`config.mk`:
```
export PLATFORM = sky130hd
export DESIGN_NAME = fmul_issue_arbiter
export DESIGN_NICKNAME = d
export VERILOG_FILES = /design/src/rtl/fmul_issue_arbiter.sv
export SDC_FILE = /design/constraint.sdc
export NUM_CORES = 1
export LEC_CHECK = 0
export ABC_AREA = 1
export CAP_MARGIN = 10
export CORE_MARGIN = 2
export CORE_UTILIZATION = 25
export CTS_CLUSTER_SIZE = 14
export DETAILED_ROUTE_END_ITERATION = 12
export DONT_BUFFER_PORTS = 1
export GPL_TIMING_DRIVEN = 0
export PLACE_DENSITY = 0.46
export SETUP_SLACK_MARGIN = 0.05
export SLEW_MARGIN = 10
export SYNTH_ARGS = -nofsm -noshare
export SYNTH_HDL_FRONTEND = slang
export SYNTH_SLANG_ARGS = --single-unit
```
`constraint.sdc`:
```
create_clock -name clk -period 3.6 [get_ports clk]
set_input_delay 0.9 -clock clk [delete_from_list [all_inputs] [get_ports clk]]
set_output_delay 0.9 -clock clk [all_outputs]
set_load 0.005 [all_outputs]
```
`src/rtl/fmul_issue_arbiter.sv`:
```
// fmul_issue_arbiter: shares one pipelined, non-stallable FMUL among NUM_REQ issue slots.
// Ports:
//   clk, rst                    clock, synchronous active-high reset
//   req_valid/req_ready         per-slot request handshake (ready is the combinational grant)
//   req_a/req_b/req_tag         per-slot operands and tag, slot i in slice i
//   mul_valid/mul_a/mul_b       registered op launched into the FMUL
//   mul_result                  FMUL product, PIPE_LAT cycles after its mul_valid
//   rsp_valid/rsp_ready         result FIFO head handshake
//   rsp_data/rsp_id/rsp_tag     product, originating slot and its tag
module fmul_issue_arbiter #(
  parameter int unsigned NUM_REQ    = 2,
  parameter int unsigned PIPE_LAT   = 2,
  parameter int unsigned TAG_W      = 4,
  parameter int unsigned FIFO_DEPTH = 4
) (
  input  logic                       clk,
  input  logic                       rst,
  input  logic [NUM_REQ-1:0]         req_valid,
  output logic [NUM_REQ-1:0]         req_ready,
  input  logic [32*NUM_REQ-1:0]      req_a,
  input  logic [32*NUM_REQ-1:0]      req_b,
  input  logic [TAG_W*NUM_REQ-1:0]   req_tag,
  output logic                       mul_valid,
  output logic [31:0]                mul_a,
  output logic [31:0]                mul_b,
  input  logic [31:0]                mul_result,
  output logic                       rsp_valid,
  input  logic                       rsp_ready,
  output logic [31:0]                rsp_data,
  output logic [$clog2(NUM_REQ)-1:0] rsp_id,
  output logic [TAG_W-1:0]           rsp_tag
);

  localparam int unsigned ID_W  = $clog2(NUM_REQ);
  localparam int unsigned PTR_W = $clog2(FIFO_DEPTH);
  localparam int unsigned CNT_W = $clog2(FIFO_DEPTH + 1);

  logic [ID_W-1:0]  rr_ptr_q;
  logic             mul_valid_q;
  logic [31:0]      mul_a_q;
  logic [31:0]      mul_b_q;
  logic [ID_W-1:0]  iss_id_q;
  logic [TAG_W-1:0] iss_tag_q;

  // Tag pipeline behind the issue register; last stage lines up with mul_result.
  logic [PIPE_LAT-1:0] sv_q;
  logic [ID_W-1:0]     sid_q  [PIPE_LAT];
  logic [TAG_W-1:0]    stag_q [PIPE_LAT];

  logic [31:0]      fdata_q [FIFO_DEPTH];
  logic [ID_W-1:0]  fid_q   [FIFO_DEPTH];
  logic [TAG_W-1:0] ftag_q  [FIFO_DEPTH];
  logic [PTR_W-1:0] wr_ptr_q;
  logic [PTR_W-1:0] rd_ptr_q;
  logic [CNT_W-1:0] fifo_cnt_q;
  logic [CNT_W-1:0] fifo_cnt_d;
  logic [CNT_W-1:0] inflight_q;
  logic [CNT_W-1:0] inflight_d;

  logic            issue_ok_c;
  logic            grant_c;
  logic [ID_W-1:0] grant_id_c;
  logic [ID_W-1:0] idx_c;
  logic            push_c;
  logic            pop_c;

  // Round-robin search starting after the last granted slot, gated by credit.
  always_comb begin
    grant_c    = 1'b0;
    grant_id_c = '0;
    idx_c      = '0;
    req_ready  = '0;
    issue_ok_c = ({1'b0, inflight_q} + {1'b0, fifo_cnt_q}) < (CNT_W+1)'(FIFO_DEPTH);
    if (issue_ok_c && !rst) begin
      for (int unsigned off = 1; off <= NUM_REQ; off++) begin
        idx_c = ID_W'((32'(rr_ptr_q) + off) % NUM_REQ);
        if (!grant_c && req_valid[idx_c]) begin
          grant_c    = 1'b1;
          grant_id_c = idx_c;
        end
      end
      req_ready[grant_id_c] = grant_c;
    end
  end

  assign push_c = sv_q[PIPE_LAT-1];
  assign pop_c  = rsp_valid && rsp_ready;

  // Credit counters: an op holds a credit from grant until its result leaves the FIFO.
  always_comb begin
    inflight_d = inflight_q;
    fifo_cnt_d = fifo_cnt_q;
    if (grant_c && !push_c) begin
      inflight_d = inflight_q + CNT_W'(1);
    end else if (!grant_c && push_c) begin
      inflight_d = inflight_q - CNT_W'(1);
    end
    if (push_c && !pop_c) begin
      fifo_cnt_d = fifo_cnt_q + CNT_W'(1);
    end else if (!push_c && pop_c) begin
      fifo_cnt_d = fifo_cnt_q - CNT_W'(1);
    end
  end

  always_ff @(posedge clk) begin
    if (rst) begin
      rr_ptr_q    <= ID_W'(NUM_REQ - 1);
      mul_valid_q <= 1'b0;
      mul_a_q     <= '0;
      mul_b_q     <= '0;
      iss_id_q    <= '0;
      iss_tag_q   <= '0;
      sv_q        <= '0;
      for (int unsigned k = 0; k < PIPE_LAT; k++) begin
        sid_q[k]  <= '0;
        stag_q[k] <= '0;
      end
      for (int unsigned k = 0; k < FIFO_DEPTH; k++) begin
        fdata_q[k] <= '0;
        fid_q[k]   <= '0;
        ftag_q[k]  <= '0;
      end
      wr_ptr_q   <= '0;
      rd_ptr_q   <= '0;
      fifo_cnt_q <= '0;
      inflight_q <= '0;
    end else begin
      mul_valid_q <= grant_c;
      if (grant_c) begin
        rr_ptr_q  <= grant_id_c;
        mul_a_q   <= req_a[32*grant_id_c +: 32];
        mul_b_q   <= req_b[32*grant_id_c +: 32];
        iss_id_q  <= grant_id_c;
        iss_tag_q <= req_tag[TAG_W*grant_id_c +: TAG_W];
      end
      sv_q[0]   <= mul_valid_q;
      sid_q[0]  <= iss_id_q;
      stag_q[0] <= iss_tag_q;
      for (int unsigned k = 1; k < PIPE_LAT; k++) begin
        sv_q[k]   <= sv_q[k-1];
        sid_q[k]  <= sid_q[k-1];
        stag_q[k] <= stag_q[k-1];
      end
      if (push_c) begin
        fdata_q[wr_ptr_q] <= mul_result;
        fid_q[wr_ptr_q]   <= sid_q[PIPE_LAT-1];
        ftag_q[wr_ptr_q]  <= stag_q[PIPE_LAT-1];
        wr_ptr_q          <= wr_ptr_q + PTR_W'(1);
      end
      if (pop_c) begin
        rd_ptr_q <= rd_ptr_q + PTR_W'(1);
      end
      fifo_cnt_q <= fifo_cnt_d;
      inflight_q <= inflight_d;
    end
  end

  // Credit makes overflow impossible; catch it if that ever breaks.
  always_ff @(posedge clk) begin
    if (!rst) begin
      assert (!(push_c && (fifo_cnt_q == CNT_W'(FIFO_DEPTH))));
    end
  end

  assign mul_valid = mul_valid_q;
  assign mul_a     = mul_a_q;
  assign mul_b     = mul_b_q;
  assign rsp_valid = (fifo_cnt_q != '0);
  assign rsp_data  = fdata_q[rd_ptr_q];
  assign rsp_id    = fid_q[rd_ptr_q];
  assign rsp_tag   = ftag_q[rd_ptr_q];

endmodule
```
Word-level counts from Yosys, hierarchy flattened:

Memory sizes are Yosys's and may differ from the RTL's. A register that Yosys moved wholly into a read port is not among the register bits.
Cells that the tools add are included.
W data, S select, Z words.

* bits in registers: 83
* bits in writable memories: 158
* memories: 5

Memories
* fdata_q: words 4, bits a word 32, read ports 1, clocked after Yosys merged registers in 1, write ports 4, line 50 `logic [31:0] fdata_q [FIFO_DEPTH];`
* ftag_q: words 4, bits a word 4, read ports 1, clocked after Yosys merged registers in 1, write ports 4, line 52 `logic [TAG_W-1:0] ftag_q [FIFO_DEPTH];`
* stag_q: words 2, bits a word 4, read ports 2, clocked after Yosys merged registers in 0, write ports 2, line 48 `logic [TAG_W-1:0] stag_q [PIPE_LAT];`
* fid_q: words 4, bits a word 1, read ports 1, clocked after Yosys merged registers in 1, write ports 4, line 51 `logic [ID_W-1:0] fid_q [FIFO_DEPTH];`
* sid_q: words 2, bits a word 1, read ports 2, clocked after Yosys merged registers in 0, write ports 2, line 47 `logic [ID_W-1:0] sid_q [PIPE_LAT];`

* add/subtract/negate cells: 9
* $lt $le $gt $ge: 5
* shifts and indexed selects: 3
* mux-type cells: 45
* bitwise logic cells: 5
* reductions and logical operators: 19

Operators by type and width (count)
* $shiftx A64 B7 Y32: 2
* $mux W32: 1
* $reduce_or A32 Y1: 1
* $mux W1: 26
* $mux W2: 10
* $mux W3: 4
* $mux W4: 3
* $logic_and A1 B1 Y1: 8
* $shiftx A8 B4 Y4: 1
* $add A3 B1 Y3 const B: 2
* $lt A1 B2 Y1 const B: 3
* $sub A3 B1 Y3 const B: 2
* $logic_not A1 Y1: 5
* $add A2 B1 Y2 const B: 2
* $add A3 B3 Y4: 1
* $lt A4 B3 Y1 const B: 1
* $or A1 B1 Y1: 4
* $reduce_bool A2 Y1: 2
* $reduce_or A4 Y1: 1
* $reduce_bool A3 Y1: 1
* $add A1 B1 Y1 const B: 2
* $and A2 B2 Y2: 1
* $demux W1 S1: 1
* $ge A1 B1 Y1 const B: 1
* $reduce_or A1 Y1: 1

Logic depth before layout (Yosys ltp):

Gate-level depths: netlist of the first run.

* word-level depth: 15
* gate-level depth with buffers: 14
* gate-level depth less buffers: 13

Worst setup path after synthesis of the first run:

Ideal clock, no wire load.

* kind: register -> register
* start: register wr_ptr_q[1]
* end: memory fdata_q[2][0], enable pin
* setup time: 0.483 ns
* arrival time: 3.308 ns
* data required time: 3.117 ns
* slack: -0.191 ns
* stages on the path, launching flop included: 6
* buffers on the path: 1
* period minus slack after synthesis: 3.791 ns
* path through: dfxtp_1 inv_1 nor2_1 inv_1 buf_2 o21ai_0

RTL lines
* from (decl): line 53 `logic [PTR_W-1:0] wr_ptr_q;`
* from (signal assigned): line 148 `wr_ptr_q <= wr_ptr_q + PTR_W'(1);`
* to (decl): line 50

==> flow_summary.ini, run 1 <==
[route]
totalWireLength_um = 33620
drtIter0Drc = 414
postRouteAntennaNets = 0
via_count = 8780
post-route-drc-count = 0
firstDrtPassIters = 5
wl_per_cell_um = 16.07
vias_per_cell = 4.197

[logic_synthesis]
synth_seq_area_share_pct = 55.38
synthesis.area_um2 = 11460
synth_seq_cells = 243
yosys_warnings = 0
yosys.area.top_type = edfxtp_1
synth_area_leaders = edfxtp_1, dfxtp_1, nand2_1
netlist_instances = 1433
yosys.cell_types.count = 26
synth.top_cell.area_share_pct = 38.79
synth.avg_cell_area_um2 = 7.996
syn-num-nets = 1612

[floorplan]
core_area_um2 = 45280
io_pins = 278
die_width_um = 218.1
rows = 78
die_h_um = 218.1
dieArea_um2 = 47560
start_util_pct = 25.30

[setup_path]
path_delay_family = buffers and inverters
worst_setup_path_start_kind = register
crit_fanout = 10
critical_path_class = reg -> out
crit_slowest_cell = clkbuf_1
cp.required_ns = 2.70
arrival_ns = 2.36
crit_top_cell = buf_2
worstPathCellList = buf_2 > inv_1 > buf_2 > clkbuf_1 > o21ai_0 > o22ai_1
endpoint_kind = output port
cp_num_buf_inv = 4
max_stage_delay_ns = 0.44

[hold_path]
hold_class = reg -> reg

[placed_design]
gp_congestion = 0.8447
io_buffers = 0
place_hpwl_um = 24480

[global_routing]
grt.total_usage_pct = 14.01
grt_pass1_vias = 8889
grt_pass1_wl_um = 51160
grt_max_degree = 26
grt_remaining_overflow = 0
antenna_found_initial = 1

[power]
p_leak_nw = 5.981
power_density_nw_per_um2 = 694.0
vdd_drop_max_mv = 0.3515
power.share.sequential_pct = 40.4
clock_power_share_pct = 31.1
switching_power_mw = 3.344
switching_share_pct = 36.12
total_power_mw = 9.258
p_int_mw = 5.914
power_frac_comb_pct = 28.5

[timing]
slew_headroom_pct = 48.21
worst_pin_slew_ns = 0.7739
finalMaxSlewViolations = 0
final_hold_viol_count = 0
period_needed_ns = 3.260
period_share_pct = 90.55
finClkSkew_ns = 0.01594
hold_slack_ns = 0.3925
setup_viol_count_final = 0
rsz0062_at_grt = no
timing.fmax_ghz = 0.3068

[clocking]
clkTransAtPathRegs_ns = 0.06
cts_hold_buffers = 0
cts_sinks = 243
cts-htree-levels = 1
clk_latency_ns = 0.57
postCtsSetupBuffers = 0
cts_root_buf = clkbuf_16
clockBufferDepth = 3
cts_tree = yes
cts_resized = 0
cts_made_buffers = 29

[final_layout]
synthToLayoutAreaGrowth_pct = 16.42
final_nets = 1649
layout_commonest_cell = nand2_1
num-fill-cells = 4930
post_route_cells_drive_above_1_share_pct = 9.121
mostFrequentLayoutCells = nand2_1, inv_1, nor2_1

[run_status]
status = complete, no violations

[flow_run]
maxCapViolations = 0
## synthesized netlist by cell type
cell type	count
a21boi_2	1
a21oi_1	35
a21oi_2	38
buf_1	3
buf_2	29
buf_4	1
buf_6	8
clkbuf_1	36
dfxtp_1	95
edfxtp_1	148
fa_1	2
ha_1	4
inv_1	302
inv_2	2
nand2_1	341
nand2_2	1
nand2_4	1
nand3_1	3
nor2_1	250
nor2_2	1
nor2_4	1
nor3_1	1
nor3b_1	1
o21ai_0	88
o21ai_1	4
o22ai_1	37
## registers in the layout (all words and copies together) (netlist names), named ones only
signal and cells:
iss_id_q 1, iss_tag_q 4, sid_q 2, fdata_q 128
wr_ptr_q 2, rr_ptr_q 1, inflight_q 3, mul_a 32
rd_ptr_q 2, sv_q 2, ftag_q 16, mul_b 32
mul_valid 1, stag_q 8, fifo_cnt_q 3, fid_q 4
## final timing paths
path	from	end	slack, ns	depth (start not counted)
max	register	rsp_data[26]	0.34	6
min	sid_q[0][0]	sid_q[0][1]	0.39	2
max reg2reg	fifo_cnt_q[1]	inflight_q[2]	0.84	14
min reg2reg	sid_q[0][0]	sid_q[0][1]	0.39	2
## cell families after synthesis
family	after synthesis	synth area share, %
and+or+nand+nor	600	19.91
buffers and inverters	381	13.35
DFF	243	55.38
AOI/OAI and AO/OA	203	10.57
adders and majority gates	6	0.7862
## cell type report
type | instances | area, um^2 | share of cell area (%)
Tap cell | 600 | 750.7 | 5.627
Inverter | 304 | 1141 | 8.554
Buffer | 77 | 389.1 | 2.917
Timing Repair Buffer | 6 | 157.7 | 1.182
Antenna cell | 1 | 2.502 | 0.01876
Clock buffer | 43 | 850.8 | 6.378
Multi-Input combinational cell | 809 | 3618 | 27.12
Sequential cell | 243 | 6346 | 47.57
Clock inverter | 9 | 83.83 | 0.6284
## power by group through the flow
stage	clock network (mW)	registers, mW	logic, mW
2_1_floorplan	0	3.67	1.90
5_1_grt	3.10	3.81	3.03
3_5_place_dp	0	3.81	2.71
6_report	2.88	3.74	2.64
3_3_place_gp	0	3.82	2.65
4_1_cts	2.98	3.76	2.71
## per-stage QoR
step	utilization [%]	setup TNS [ns]	cell area, um^2	setup slack [ns]	std cells
6_report	29.46	0	13340	0.3403	2092
5_1_grt	29.46	0	13340	0.1641	2092
4_1_cts	29.45	0	13340	0.2685	2091
3_5_place_dp	27.39	0	12400	0.3572	2039
3_3_place_gp	26.96	-103.06	12210	-0.8054	2033
2_1_floorplan	-	0	11460	0.6239	1433
## layer usage
layer / vias up / wire length [um] / track usage, %
met2: 300 / 15390 / 23.31
met3: 58 / 2912 / 4.635
met4: 0 / 1106 / 5.102
met1: 3978 / 14210 / 16.84
li1: 4444 / - / -
met5: - / 0 / 0
## worst register-to-register path, delay by kind of cell (launching register included)
family | cells | cell delay [ns]
AO/OA/AOI/OAI | 4 | 0.45
buffers and inverters | 3 | 0.52
adder cells (fa/ha/maj) | 3 | 0.84
flip-flops | 1 | 0.42
AND/OR/NAND/NOR | 4 | 0.41
(Power assumes the default switching activity.)
==> run 2: changes to the inputs <==
--- a/config.mk
+++ b/config.mk
@@ -7,7 +7,7 @@
 export LEC_CHECK = 0
 export ABC_AREA = 1
 export CAP_MARGIN = 10
-export CORE_MARGIN = 2
+export CORE_MARGIN = 10
 export CORE_UTILIZATION = 25
 export CTS_CLUSTER_SIZE = 14
 export DETAILED_ROUTE_END_ITERATION = 12
==> run 2 against run 1 <==
Compared with the run above:
- critical path depth decreased by 2
- largest cell class unchanged
- non-clock buffer count unchanged
- critical endpoint is now rsp_tag[0]
- clock power fell by 7%
- largest power group unchanged
- sequential power is essentially flat
- sequential share of layout area grew 0.34 points
==> flow_summary.ini, run 2 (synthesis gave the netlist of run 1 again) <==
[route]
vias_per_cell = 4.190
postRouteAntennaNets = 0
post-route-drc-count = 0
wl_per_cell_um = 17.24
via_count = 8774
totalWireLength_um = 36110
firstDrtPassIters = 4
drtIter0Drc = 449

[setup_path]
reg2reg_depth = 7
max_stage_delay_ns = 0.48
worstPathCellList = clkbuf_1 > clkbuf_1 > o21ai_0 > o22ai_1
worst_setup_path_start_kind = register
endpoint_kind = output port
critical_path_class = reg -> out
reg2reg_slack_ns = 0.80
crit_top_cell = clkbuf_1
reg2reg_to = fdata_q[0][24]
cp.required_ns = 2.70
crit_slowest_cell = clkbuf_1
arrival_ns = 2.32
r2r_start = sv_q[1]
crit_fanout = 10

[global_routing]
grt.total_usage_pct = 12.90
grt_max_degree = 22
grt_pass1_wl_um = 54500
antenna_found_initial = 2
grt_pass1_vias = 9142
grt_remaining_overflow = 0

[timing]
hold_slack_ns = 0.3999
finalWorstSetupSlack_ns = 0.3751
finalMaxSlewViolations = 0
period_needed_ns = 3.225
timing.fmax_ghz = 0.3101
slew_headroom_pct = 52.11
worst_pin_slew_ns = 0.7158
finClkSkew_ns = 0.007480
final_hold_viol_count = 0
period_share_pct = 89.58
setup_viol_count_final = 0
rsz0062_at_grt = no

[final_layout]
finalNonFillerCells = 2094
largest_reg_flops = 128
largest-register = fdata_q
layout_commonest_cell = nand2_1
mostFrequentLayoutCells = nand2_1, inv_1, nor2_1
synthToLayoutAreaGrowth_pct = 15.60
final_nets = 1649
post_route_cells_drive_above_1_share_pct = 8.579

[floorplan]
dieArea_um2 = 54800
die_width_um = 234.1
die_h_um = 234.1
io_pins = 278
start_util_pct = 25.25
rows = 78
core_area_um2 = 45380

[power]
vdd_drop_max_mv = 0.3262
power_density_nw_per_um2 = 686.8
p_leak_nw = 5.927

[hold_path]
hold_end = sv_q[1]
worstHoldStart = sv_q[0]
hold_depth = 2
hold_class = reg -> reg

[placed_design]
place_hpwl_um = 26980
dp_cells = 2039
io_buffers = 0
gp_congestion = 0.9169
place_ws_ns = 0.2862

[clocking]
clockBufferDepth = 3
cts_tree = yes
cts_resized = 0
clkTransAtPathRegs_ns = 0.06
cts_root_buf = clkbuf_16
cts_hold_buffers = 0
cts_made_buffers = 29
clk_latency_ns = 0.55
cts-htree-levels = 1
cts_sinks = 243
postCtsSetupBuffers = 0

[run_status]
status = complete, no violations

[flow_run]
maxCapViolations = 0
==> run 2: changes by cell type in the layout (fill, tap and decap cells not counted), moves of 3 or more <==
cell / delta
clkinv_1: +6
clkbuf_4: -3
clkbuf_8: -4
clkbuf_1: +3
==> run 2: worst max-delay path, delay by kind of cell, from the launching register on <==
| family | cells | cell delay (ns) |
|---|---|---|
| compound gates | 2 | 0.57 |
| buf+inv | 2 | 0.89 |
| flops | 1 | 0.33 |
==> run 2: layer usage <==
layer  global-route usage [%]  share of wire, %  vias to the layer above
li1                         -                 -                     4457
met1                    14.84                41                     4011
met2                    21.99                48                      268
met3                    5.100               9.6                       38
met4                    3.245               1.8                        0
met5                        0                 0                        -
==> run 2: worst max path at each step <==
| stage | cells after the start | endpoint | slack (ns) | startpoint |
|---|---|---|---|---|
| 6_report | 4 | rsp_tag[0] | 0.38 | register |
| 2_1_floorplan | 5 | fdata_q[2][0] | 0.62 | rst |
| 3_5_place_dp | 7 | fdata_q[0][13] | 0.29 | rst |
| 3_3_place_gp | 5 | fdata_q[1][27] | -0.67 | rst |
| 5_1_grt | 4 | rsp_tag[0] | 0.16 | register |
| 4_1_cts | 4 | rsp_tag[2] | 0.29 | register |
==> run 2: metrics by stage <==
| stage | util [%] | area [um^2] | setup TNS (ns) | total power [mW] |
|---|---|---|---|---|
| 6_report | 29.19 | 13250 | 0 | 9.098 |
| 5_1_grt | 29.18 | 13240 | 0 | 9.767 |
| 4_1_cts | 29.18 | 13240 | 0 | 9.287 |
| 3_5_place_dp | 27.30 | 12390 | 0 | 6.564 |
| 3_3_place_gp | 26.90 | 12210 | -93.43 | 6.503 |
| 2_1_floorplan | - | 11460 | 0 | 5.571 |
==> run 2: where the power goes <==
group,internal [mW],switching [mW]
logic,0.800,1.85
registers,3.41,0.348
clock network,1.54,1.15
==> run 2: layout make-up <==
class                      count  area (um^2)
antenna                        2        5.005
buffer                        77        389.1
clock buffer                  38        759.5
clock inverter                15        91.34
fill                        4957        32130
inverter                     304         1141
multi-input combinational    809         3618
sequential                   243         6346
tap                          600        750.7
timing repair buffer           6        145.1
==> run 3: changes to the inputs <==
--- a/config.mk
+++ b/config.mk
@@ -13,7 +13,7 @@
 export DETAILED_ROUTE_END_ITERATION = 12
 export DONT_BUFFER_PORTS = 1
 export GPL_TIMING_DRIVEN = 0
-export PLACE_DENSITY = 0.46
+export PLACE_DENSITY = 0.44
 export SETUP_SLACK_MARGIN = 0.05
 export SLEW_MARGIN = 10
 export SYNTH_ARGS = -nofsm -noshare
==> constraint.sdc (replaced) <==
create_clock -name clk -period 3.7 [get_ports clk]
set_input_delay 0.925 -clock clk [delete_from_list [all_inputs] [get_ports clk]]
set_output_delay 0.925 -clock clk [all_outputs]
set_load 0.005 [all_outputs]
==> run 3 against run 2 <==
Compared with the run above:
- setup slack improved by 0.069 ns
- clock skew increased by 0.0088 ns
- global-route usage decreased by 0.15 points
- utilization increased by 0.30 points
- die area unchanged
- combinational power decreased by 3%
- routed wire length decreased by 0.36%
- critical path type unchanged
==> flow_summary.ini, run 3 (synthesis gave the netlist of run 1 again) <==
[run_status]
status = complete, no violations

[setup_path]
reg2reg_depth = 7
reg2reg_to = fdata_q[0][11]
crit_fanout = 10
endpoint_kind = output port
worst_setup_path_start_kind = register
critical_path_class = reg -> out
cp.required_ns = 2.77
arrival_ns = 2.33
reg2reg_slack_ns = 0.92
crit_end = rsp_tag[1]
r2r_start = sv_q[1]

[timing]
finalMaxSlewViolations = 0
period_needed_ns = 3.255
period_share_pct = 87.99
setup_viol_count_final = 0
final.setup.tns_ns = 0
hold_slack_ns = 0.4045
finClkSkew_ns = 0.01627
timing.fmax_ghz = 0.3072
slew_headroom_pct = 54.67
final_hold_viol_count = 0
rsz0062_at_grt = no
worst_pin_slew_ns = 0.6800

[final_layout]
multiInputGateArea_um2 = 3618
finish.instance_area_um2 = 13380
post_route_cells_drive_above_1_share_pct = 9.103
largest_reg_flops = 128
layout_commonest_cell = nand2_1
final_nets = 1650
ff_latch_area_um2 = 6346
antenna_cells = 0
largest-register = fdata_q
mostFrequentLayoutCells = nand2_1, inv_1, nor2_1
final_core_util_pct = 29.49
synthToLayoutAreaGrowth_pct = 16.78
num-fill-cells = 4909

[global_routing]
antenna_found_initial = 0
grt.total_usage_pct = 12.75
grt_pass1_vias = 9004
grt_max_degree = 20
grt_pass1_wl_um = 53770
grt_remaining_overflow = 0

[placed_design]
place_hpwl_um = 26910
gp_congestion = 0.8448
place_area_um2 = 12440
io_buffers = 0

[floorplan]
die_h_um = 234.1
core_area_um2 = 45380
start_util_pct = 25.25
rows = 78
die_width_um = 234.1
dieArea_um2 = 54800
io_pins = 278

[route]
drtIter0Drc = 474
wl_per_cell_um = 17.18
totalWireLength_um = 35980
wl_met2_um = 17030
postRouteAntennaNets = 0
post-route-drc-count = 0
vias_per_cell = 4.175
top_layer = met4
routed-wl-met3_um = 2950
via_count = 8742
m1WireLength_um = 15120
firstDrtPassIters = 5

[power]
power_density_nw_per_um2 = 679.9
vdd_drop_max_mv = 0.3578
p_leak_nw = 6.001

[flow_run]
maxCapViolations = 0

[hold_path]
hold_class = reg -> reg
hold_depth = 2
worstHoldStart = sv_q[0]

[clocking]
cts_sinks = 243
clockBufferDepth = 3
cts_made_buffers = 29
clkTransAtPathRegs_ns = 0.06
cts_resized = 0
clk_latency_ns = 0.56
cts_tree = yes
cts_root_buf = clkbuf_16
postCtsSetupBuffers = 0
cts-htree-levels = 1
cts_hold_buffers = 0
run 3: layout make-up:
class                      instances  share of cell area, %
clock inverter                    10                 0.9444
multi-input combinational        809                  27.04
buffer                            77                  2.908
tap                              600                  5.610
inverter                         304                  8.527
clock buffer                      44                  6.106
sequential                       243                  47.42
timing repair buffer               7                  1.440
run 3: worst min path at each step:
stage | to
final | sv_q[1]
after floorplan | sid_q[0][1]
after global placement | sv_q[1]
after detailed placement | sv_q[1]
after CTS | sv_q[1]
after global routing | stag_q[0][5]
run 3: report_power, final:
group / leakage (nW) / switching (mW) / internal (mW) / total (mW)
Clock: 0.465 / 1.12 / 1.72 / 2.84
Sequential: 2.31 / 0.359 / 3.32 / 3.68
Combinational: 3.22 / 1.80 / 0.784 / 2.58
Total: 6.00 / 3.27 / 5.82 / 9.10
run 3: per-stage QoR:
step	total power, mW	setup slack, ns	instances
floorplan	5.422	0.08500	1433
global placement	6.359	-2.582	2033
detailed placement	6.416	0.3817	2040
CTS	9.324	0.3259	2094
global route	9.757	0.2588	2094
finish	9.099	0.4445	2094
run 3: worst max-delay path, cell delays in order, from the launching register on:
cell      delay (ns)
dfxtp_1         0.32
clkbuf_1        0.41
clkbuf_1        0.46
o21ai_0         0.19
o22ai_1         0.39
run 3: metal layers:
metal	up-vias	track usage, %
li1	4446	-
met1	3990	14.98
met2	254	21.52
met3	52	4.496
met4	0	3.749
met5	-	0
